[src/rtl/btb_update_ctrl.sv]
// btb_update_ctrl: write-port controller for the branch target buffer.
// Merges taken-branch (EX) and jump (ID) updates onto one BTB write port
// with round-robin arbitration. On flush it sweeps every row with an
// invalidate write and raises flush_busy while the sweep runs.
module btb_update_ctrl #(
    parameter int LOWER = 5
) (
    input  logic                clk,
    input  logic                arst,
    input  logic                br_valid,
    output logic                br_ready,
    input  logic [63:0]         br_pc,
    input  logic [63:0]         br_target,
    input  logic                jmp_valid,
    output logic                jmp_ready,
    input  logic [63:0]         jmp_pc,
    input  logic [63:0]         jmp_target,
    input  logic                flush_req,
    output logic                flush_busy,
    output logic                wr_en,
    output logic [LOWER-1:0]    wr_index,
    output logic [63-LOWER:0]   wr_tag,
    output logic [63:0]         wr_target,
    output logic                wr_valid_bit
);

    localparam int TAGW = 64 - LOWER;

    typedef enum logic {
        RUN   = 1'b0,
        FLUSH = 1'b1
    } state_t;

    state_t state, state_nxt;

    // Sweep counter: the row index currently presented on the write port.
    logic [LOWER-1:0] cnt, cnt_nxt;

    // Round-robin pointer: 0 = branch wins a contested grant, 1 = jump wins.
    logic ptr, ptr_nxt;

    // Holding registers, one per source.
    logic             br_held;
    logic [TAGW-1:0]  br_tag_q;
    logic [LOWER-1:0] br_idx_q;
    logic [63:0]      br_tgt_q;
    logic             jmp_held;
    logic [TAGW-1:0]  jmp_tag_q;
    logic [LOWER-1:0] jmp_idx_q;
    logic [63:0]      jmp_tgt_q;

    // Next values of the registered write-port outputs.
    logic             wr_en_nxt;
    logic [LOWER-1:0] wr_index_nxt;
    logic [TAGW-1:0]  wr_tag_nxt;
    logic [63:0]      wr_target_nxt;
    logic             wr_valid_bit_nxt;

    logic sweep_last;
    logic arb_edge;
    logic br_grant;
    logic jmp_grant;
    logic both_held;
    logic br_load;
    logic jmp_load;

    // The last sweep cycle doubles as an arbitration edge so a held entry
    // is written in the cycle right after the final invalidate.
    assign sweep_last = (state == FLUSH) && (cnt == {LOWER{1'b1}});
    assign arb_edge   = !flush_req && ((state == RUN) || sweep_last);
    assign both_held  = br_held && jmp_held;

    // Round-robin grant; flush_req suppresses every grant on its edge.
    assign br_grant  = arb_edge && br_held  && (!jmp_held || !ptr);
    assign jmp_grant = arb_edge && jmp_held && (!br_held  ||  ptr);

    // A source accepts a new update when its slot is empty or is being
    // drained this edge; independent of valid, and closed during a sweep.
    assign br_ready  = (state == RUN) && (!br_held  || br_grant);
    assign jmp_ready = (state == RUN) && (!jmp_held || jmp_grant);

    assign br_load  = br_valid  && br_ready;
    assign jmp_load = jmp_valid && jmp_ready;

    // flush_busy covers exactly the cycles in which FLUSH is the state.
    assign flush_busy = (state == FLUSH);

    // Next-state, sweep counter, arbitration pointer and write-port values.
    always_comb begin
        // NOTE: every signal gets a default first, so no path leaves one unassigned and no latch is inferred.
        state_nxt        = state;
        cnt_nxt          = cnt;
        ptr_nxt          = ptr;
        wr_en_nxt        = 1'b0;
        wr_index_nxt     = wr_index;
        wr_tag_nxt       = wr_tag;
        wr_target_nxt    = wr_target;
        wr_valid_bit_nxt = wr_valid_bit;

        if (flush_req) begin
            // Start or restart the sweep at row 0.
            state_nxt        = FLUSH;
            cnt_nxt          = '0;
            wr_en_nxt        = 1'b1;
            wr_index_nxt     = '0;
            wr_tag_nxt       = '0;
            wr_target_nxt    = '0;
            wr_valid_bit_nxt = 1'b0;
        end else if ((state == FLUSH) && !sweep_last) begin
            cnt_nxt          = cnt + LOWER'(1);
            wr_en_nxt        = 1'b1;
            wr_index_nxt     = cnt + LOWER'(1);
            wr_tag_nxt       = '0;
            wr_target_nxt    = '0;
            wr_valid_bit_nxt = 1'b0;
        end else begin
            // RUN, or leaving FLUSH after the last row: serve held entries.
            state_nxt = RUN;
            cnt_nxt   = '0;
            if (br_grant) begin
                wr_en_nxt        = 1'b1;
                wr_index_nxt     = br_idx_q;
                wr_tag_nxt       = br_tag_q;
                wr_target_nxt    = br_tgt_q;
                wr_valid_bit_nxt = 1'b1;
            end else if (jmp_grant) begin
                wr_en_nxt        = 1'b1;
                wr_index_nxt     = jmp_idx_q;
                wr_tag_nxt       = jmp_tag_q;
                wr_target_nxt    = jmp_tgt_q;
                wr_valid_bit_nxt = 1'b1;
            end
            // Contested grant: the loser gets priority next time.
            if (both_held) begin
                ptr_nxt = br_grant;
            end
        end
    end

    // State register, sweep counter, pointer and registered write port.
    always_ff @(posedge clk or posedge arst) begin
        if (arst) begin
            state        <= RUN;
            cnt          <= '0;
            ptr          <= 1'b0;
            wr_en        <= 1'b0;
            wr_index     <= '0;
            wr_tag       <= '0;
            wr_target    <= '0;
            wr_valid_bit <= 1'b0;
        end else begin
            // NOTE: non-blocking assignments so every register samples pre-edge values.
            state        <= state_nxt;
            cnt          <= cnt_nxt;
            ptr          <= ptr_nxt;
            wr_en        <= wr_en_nxt;
            wr_index     <= wr_index_nxt;
            wr_tag       <= wr_tag_nxt;
            wr_target    <= wr_target_nxt;
            wr_valid_bit <= wr_valid_bit_nxt;
        end
    end

    // Branch holding register: drained on grant, refilled on handshake.
    always_ff @(posedge clk or posedge arst) begin
        if (arst) begin
            br_held  <= 1'b0;
            br_tag_q <= '0;
            br_idx_q <= '0;
            br_tgt_q <= '0;
        end else begin
            if (br_grant) begin
                br_held <= 1'b0;
            end
            if (br_load) begin
                br_held  <= 1'b1;
                br_tag_q <= br_pc[63:LOWER];
                br_idx_q <= br_pc[LOWER-1:0];
                br_tgt_q <= br_target;
            end
        end
    end

    // Jump holding register: drained on grant, refilled on handshake.
    always_ff @(posedge clk or posedge arst) begin
        if (arst) begin
            jmp_held  <= 1'b0;
            jmp_tag_q <= '0;
            jmp_idx_q <= '0;
            jmp_tgt_q <= '0;
        end else begin
            if (jmp_grant) begin
                jmp_held <= 1'b0;
            end
            if (jmp_load) begin
                jmp_held  <= 1'b1;
                jmp_tag_q <= jmp_pc[63:LOWER];
                jmp_idx_q <= jmp_pc[LOWER-1:0];
                jmp_tgt_q <= jmp_target;
            end
        end
    end

endmodule

[config.mk]
export PLATFORM = sky130hd
export DESIGN_NAME = btb_update_ctrl
export DESIGN_NICKNAME = d
export VERILOG_FILES = /design/src/rtl/btb_update_ctrl.sv
export SDC_FILE = /design/constraint.sdc
export NUM_CORES = 1
export LEC_CHECK = 0
export BUFFER_PORTS_ARGS = -buffer_cell sky130_fd_sc_hd__buf_2
export CAP_MARGIN = 20
export CORE_MARGIN = 5
export CORE_UTILIZATION = 54
export DETAILED_ROUTE_END_ITERATION = 16
export HOLD_SLACK_MARGIN = 0.05
export PLACE_DENSITY = 0.79
export SYNTH_ARGS = -nofsm -noshare
export SYNTH_HDL_FRONTEND = slang
export SYNTH_SLANG_ARGS = --single-unit
[constraint.sdc]
create_clock -name clk -period 20.8 [get_ports clk]
set_input_delay 5.2 -clock clk [delete_from_list [all_inputs] [get_ports clk]]
set_output_delay 5.2 -clock clk [all_outputs]
set_load 0.02 [all_outputs]
==> results by group, run 1 <==
Die
  – Ports: 394
  – Die area: 34000 µm²
  – Die H: 184 µm
  – Row cnt: 63
  – Core footprint: ~30000 µm²
  – Chip width: around 180 µm
  – Initial core utilization: approximately 55%

Placed design
  – Gpl congestion: 0.795
  – Port bufs: 393
  – Area of placed instances: about 19000 µm²
  – Detail Placement HPWL: between 20000 and 30000 µm

Run
  – Max-cap viol count: 0

Global route
  – Vias in the first global route: 11100
  – Total gr overflow: 0
  – First-pass GRT wire length: roughly 63000 µm
  – Largest net degree at the start of global routing: 132
  – Initial antenna violation count: 18
  – GRT Overall Usage: roughly 23%

CTS
  – Post-CTS Repair Setup Buffers: 0
  – Clock Path Buffers: 3
  – Hold Buf Count CTS: 0
  – Clk Latency, worst-skew pair: 0.52 ns
  – Clock Sink Count: 395
  – CTS tree: built
  – CTS resizes: 0
  – CTS Buf Count: 42
  – Clk root buf: clkbuf_16
  – CTS clock-pin slew for the worst setup and hold paths: about 0.060 ns
  – Max H-tree Level: 2

Timing
  – Max_slew headroom: 24.9%
  – RSZ-0062 raised after global routing: false
  – Period utilization: 54.0%
  – Setup TNS: 0 ns
  – Final Setup Violations: 0
  – Fmax: 89.0 MHz
  – Final max-slew violation count: 0
  – Hold Vio Cnt, Final: 0
  – Clock Skews: 0.0124 ns
  – Slew @ Worst Pin: 1.13 ns
  – Crit path time final: between 10 and 15 ns
  – Final hold slack: approximately 0.48 ns

Yosys
  – Post-Synthesis Cells: 1025
  – Post-synth design cell area: 16400 µm²
  – Ys flop type: dfrtp_1
  – Sequential share of the synthesized area: between 60% and 70%
  – Most common cell in the netlist: dfrtp_1
  – Avg Cell Area, Syn: 16.0 µm²
  – Syn_nets: 1288
  – Yosys reg bits: 395
  – Share of the synthesized area in the top cell type: 60.2%
  – Number of flops mapped to enable cells by yosys: 0
  – Post-synth top cells: dfrtp_1 (395), mux2_2 (127), mux2i_1 (127), o2bb2ai_1 (123), mux2_4 (120)
  – Synth area leader: dfrtp_1
  – Yosys warns: 0
  – Ys async rst share: 100%
  – Netlist cell types: 40
  – Top post-synthesis cells by area: dfrtp_1 (60%), mux2_4 (11%), mux2_2 (8.7%), mux2i_1 (7.7%), o2bb2ai_1 (6.6%)

Setup path
  – CP Cell Sequence: buf_2, o21ai_1, and2_1, buf_2
  – Startpoint Class: primary input
  – WP buf/inv: 2
  – Setup CP Type: in -> out
  – CP most frequent cell: buf_2
  – Crit end category: primary output
  – Top delay family on crit path: buffers and inverters
  – R2R cell count: 8
  – CP required: 15.60 ns
  – RR Startpoint: cnt[0]$_DFF_PP0_
  – Crit path from: flush_req
  – CP peak stage delay: ~0.32 ns
  – Critical path arrival: 6.04 ns
  – Crit-path slowest cell: o21ai_1
  – Levels on crit path: 4
  – CP max FO: 4

Pwr
  – Total power: 1790 µW
  – Maximum VDD drop: between 0.07 and 0.08 mV
  – LEAKAGE: around 0.011 µW
  – Power Dens Cells: 88.7 nW/µm²

Final layout
  – Area delta synth->final: 22.7%
  – End-of-flow core utilization: 67.5%
  – Final instance area: 20200 µm²
  – Layout cells sized above 1: 51.4%
  – Fin nets: between 1500 and 2000

Status
  – Status: finished, final reports clean

Min path
  – HP Class: reg -> reg
  – Worst hold start: wr_target[9]$_DFFE_PP0P_
  – Hold depth: 1

Route
  – First-pass DRT Iterations: 4
  – Vias after detailed routing: about 10000
  – Final wirelength: roughly 40000 µm
  – DRC viols: 0
  – DRT iter0 DRCs: 403
  – Post-DRT Antenna Nets: 0
  – DR WL/cell: 22.1 µm
  – Via density: 5.54
[kinds of logic after synthesis]
| group | Yosys count | synth area share [%] |
|---|---|---|
| AOI/OAI and AO/OA | 140 | 7.30 |
| xor gates and xnor gates | 3 | 0.160 |
| adders and majority gates | 2 | 0.152 |
| buffers and inverters | 75 | 3.26 |
| DFF | 395 | 60.2 |
| muxes | 383 | 28.0 |
| and+or+nand+nor | 27 | 0.929 |
[state kept, by name (all words and copies together) (netlist names), 5 cells and up]
signal,count
jmp_tgt_q,64
wr_tag,59
br_tgt_q,64
cnt,5
br_idx_q,5
jmp_tag_q,59
jmp_idx_q,5
br_tag_q,59
wr_index,5
wr_target,64
[through the flow]
| stage | setup WS (ns) | cells |
|---|---|---|
| finish | 9.56 | 1843 |
| global route | 9.49 | 1842 |
| CTS | 9.54 | 1831 |
| detailed placement | 9.56 | 1755 |
| global placement | 9.58 | 1755 |
| floorplan | 4.62 | 1025 |
[final cells by class]
cell class	instances	area, µm²
diodes	12	30.0
clock buffers	58	1260
clock inverters	18	329
fillers	2106	9720
inverters	6	30.0
multi-input cells	555	6040
flip-flops and latches	395	9880
well taps	390	488
repair buffers	409	2090
[final timing paths]
kind	to	slack [ns]
max reg2reg	wr_index[3]$_DFFE_PP0P_	17.46
min in group asynchronous	jmp_tgt_q[42]$_DFFE_PP0P_	4.81
min reg2reg	wr_target[9]$_DFFE_PP0P_	0.48
min	wr_target[9]$_DFFE_PP0P_	0.48
max in group asynchronous	br_tgt_q[19]$_DFFE_PP0P_	13.56
max	jmp_ready	9.56
[per-layer routing]
layer | up-vias | share of wire (%) | global-route usage, %
li1 | 4558 | - | -
met1 | 5152 | 40 | 30.1
met2 | 388 | 48 | 37.7
met3 | 100 | 8.6 | 7.05
met4 | 14 | 3.2 | 7.90
met5 | - | 0.20 | 0
[power breakdown]
part,switching [µW],total [µW],leakage [µW],internal (µW)
clock,301,839,0.000783,537
sequential,19.0,821,0.00536,802
combinational,59.4,129,0.00451,69.1
[layout by cell type, fill, tap and decap left out, types with 2 or more instances in the layout]
| cell | n |
|---|---|
| dfrtp_1 | 395 |
| buf_2 | 393 |
| mux2i_1 | 127 |
| mux2_2 | 127 |
| o2bb2ai_1 | 123 |
| mux2_4 | 120 |
| clkbuf_16 | 45 |
| buf_4 | 16 |
| diode_2 | 12 |
| nor2_1 | 9 |
| mux2_1 | 9 |
| clkbuf_8 | 9 |
| bufinv_16 | 9 |
| clkinv_2 | 5 |
| and3_1 | 4 |
| a21oi_1 | 4 |
| clkbuf_1 | 4 |
| inv_2 | 3 |
| nand2_1 | 3 |
| o22a_1 | 3 |
| clkinv_4 | 3 |
| inv_1 | 2 |
| nand3_4 | 2 |
| xor2_1 | 2 |
| o21ai_0 | 2 |
| ha_1 | 2 |
(Power assumes the default switching activity.)
==> inputs of run 2 (changes only) <==
clock period = 11.1 ns   (was 20.8 ns; I/O delays follow)
==> results by group, run 2 (synthesis results as in run 1) <==
Placed design
  – Detail Placement HPWL: 25700 µm (was 26600 µm)
  – Gpl congestion: 0.811 (was 0.795)
  – Port bufs: 393 (unchanged)

Min path
  – HP Class: reg -> reg (unchanged)

Global route
  – Total gr overflow: 0 (unchanged)
  – Initial antenna violation count: 18 (unchanged)
  – Largest net degree at the start of global routing: 183 (was 132)
  – GRT Overall Usage: 23.0% (was 23.2%)
  – Vias in the first global route: 11300 (was 11100)
  – First-pass GRT wire length: 62400 µm (was 62800 µm)

Route
  – Final wirelength: 39700 µm (was 40700 µm)
  – Post-DRT Antenna Nets: 0 (unchanged)
  – Via density: 5.52 (was 5.54)
  – First-pass DRT Iterations: 4 (unchanged)
  – DR WL/cell: 21.7 µm (was 22.1 µm)
  – Vias after detailed routing: 10100 (was 10200)
  – DRT iter0 DRCs: 468 (was 403)
  – DRC viols: 0 (unchanged)

Status
  – Status: finished, final reports clean (unchanged)

CTS
  – CTS resizes: 0 (unchanged)
  – Clock Path Buffers: 3 (unchanged)
  – Max H-tree Level: 2 (unchanged)
  – CTS tree: built (unchanged)
  – CTS Buf Count: 41 (was 42)
  – Post-CTS Repair Setup Buffers: 0 (unchanged)
  – CTS clock-pin slew for the worst setup and hold paths: 0.06 ns (about the same)
  – Clock Sink Count: 395 (unchanged)
  – Clk root buf: clkbuf_16 (unchanged)
  – Hold Buf Count CTS: 0 (unchanged)
  – Clk Latency, worst-skew pair: 0.52 ns (about the same)

Pwr
  – LEAKAGE: 0.0106 µW (was 0.0107 µW)
  – Sw Share: 22.1% (was 21.2%)
  – Sequential Power Share: 48.1% (was 45.9%)
  – Clock power frac: 44.4% (was 46.9%)
  – NetSw: 706 µW (was 380 µW)
  – Comb pwr share: 7.5% (was 7.2%)
  – Maximum VDD drop: 0.120 mV (was 0.0752 mV)
  – Total power: 3200 µW (was 1790 µW)
  – Internal power: 2490 µW (was 1410 µW)
  – Power Dens Cells: 160 nW/µm² (was 88.7 nW/µm²)

Timing
  – Period utilization: 57.2%
  – Hold Vio Cnt, Final: 0 (unchanged)
  – Clock Skews: 0.00966 ns (was 0.0124 ns)
  – Setup TNS: 0 ns (unchanged)
  – Max_slew headroom: 9.19% (was 24.9%)
  – Slew @ Worst Pin: 1.36 ns (was 1.13 ns)
  – Final Setup Violations: 0 (unchanged)
  – RSZ-0062 raised after global routing: false (unchanged)
  – Crit path time final: 6.35 ns
  – Final max-slew violation count: 0 (unchanged)
  – Fmax: 158 MHz

Final layout
  – Biggest regs: br_tgt_q (64), jmp_tgt_q (64), wr_target (64) (unchanged)
  – Fin nets: 1664 (was 1672)
  – Layout cells sized above 1: 51.0% (was 51.4%)
  – Most frequent cells in the layout: dfrtp_1 (395), buf_2 (393), mux2i_1 (127), mux2_2 (127), o2bb2ai_1 (123) (unchanged)
  – Commonest non-fill, non-tap cell in the layout: dfrtp_1 (unchanged)
  – Area delta synth->final: 21.7% (was 22.7%)

Die
  – Row cnt: 63 (unchanged)
  – Core footprint: 29900 µm² (unchanged)
  – Chip width: 184 µm (unchanged)
  – Initial core utilization: 55.0% (unchanged)
  – Ports: 394 (unchanged)
  – Die area: 34000 µm² (unchanged)
  – Die H: 184 µm (unchanged)

Setup path
  – Critical path arrival: 3.57 ns (was 6.04 ns)
  – CP max FO: 4 (unchanged)
  – Top delay family on crit path: buffers and inverters (unchanged)
  – CP Cell Sequence: buf_2, o21ai_1, and2_1, buf_2 (unchanged)
  – Setup CP Type: in -> out (unchanged)
  – CP most frequent cell: buf_2 (unchanged)
  – Crit end category: primary output (unchanged)
  – CP peak stage delay: 0.30 ns (was 0.32 ns)
  – WP buf/inv: 2 (unchanged)
  – Crit-path slowest cell: o21ai_1 (unchanged)
  – Startpoint Class: primary input (unchanged)
  – CP required: 8.33 ns (was 15.60 ns)

Run
  – Max-cap viol count: 0 (unchanged)
[run 2: changes by cell type in the layout (fill, tap and decap cells not counted), moves of 2 or more]
cell | previous run | this run
clkinvlp_4 | 1 | 3
clkbuf_16 | 45 | 43
bufinv_16 | 9 | 3
inv_6 | 0 | 2
diode_2 | 12 | 10
clkinv_2 | 5 | 8
clkinv_4 | 3 | 0
buf_4 | 16 | 4
clkbuf_8 | 9 | 12
buf_12 | 0 | 4
[run 2: area by class of cell]
type,count,area [µm²]
tap,390,488
clock buffer,60,1260
clock inverter,15,163
multi-input combinational,555,6040
sequential,395,9880
inverter,6,26.3
timing repair buffer,402,2100
antenna,10,25.0
fill,2152,9880
[run 2: worst paths after layout]
kind	startpoint	endpoint	slack, ns	cells past startpoint
max	flush_req	jmp_ready	4.75	4
min	wr_target[5]$_DFFE_PP0P_	wr_target[5]$_DFFE_PP0P_	0.48	1
max reg2reg	cnt[0]$_DFF_PP0_	wr_index[2]$_DFFE_PP0P_	7.70	10
min reg2reg	wr_target[5]$_DFFE_PP0P_	wr_target[5]$_DFFE_PP0P_	0.48	1
max in group asynchronous	arst	br_tgt_q[42]$_DFFE_PP0P_	7.24	3
min in group asynchronous	arst	wr_tag[36]$_DFFE_PP0P_	2.42	2
[run 2: metrics by stage]
stage	setup slack, ns	util [%]	std cells	area, µm²	hold slack, ns
after CTS	4.74	66.8	1823	20000	0.487
final	4.75	66.9	1833	20000	0.484
after global placement	4.76	62.0	1747	18500	0.465
after global routing	4.68	66.9	1833	20000	0.492
after floorplan	3.01	-	1025	16400	0.446
after detailed placement	4.76	62.1	1748	18500	0.468
[run 2: power groups by stage]
stage	Clock (µW)	Sequential (µW)	Combinational [µW]
2_1_floorplan	0	1550	163
3_3_place_gp	0	1560	236
3_5_place_dp	0	1560	243
4_1_cts	1450	1540	245
5_1_grt	1510	1540	264
6_report	1420	1540	241
[run 2: layer usage]
metal	vias up	wire [µm]	track usage (%)
met5	-	77	0
met4	14	1060	7.07
li1	4532	-	-
met1	5142	16000	29.9
met2	353	18900	36.9
met3	79	3670	7.58
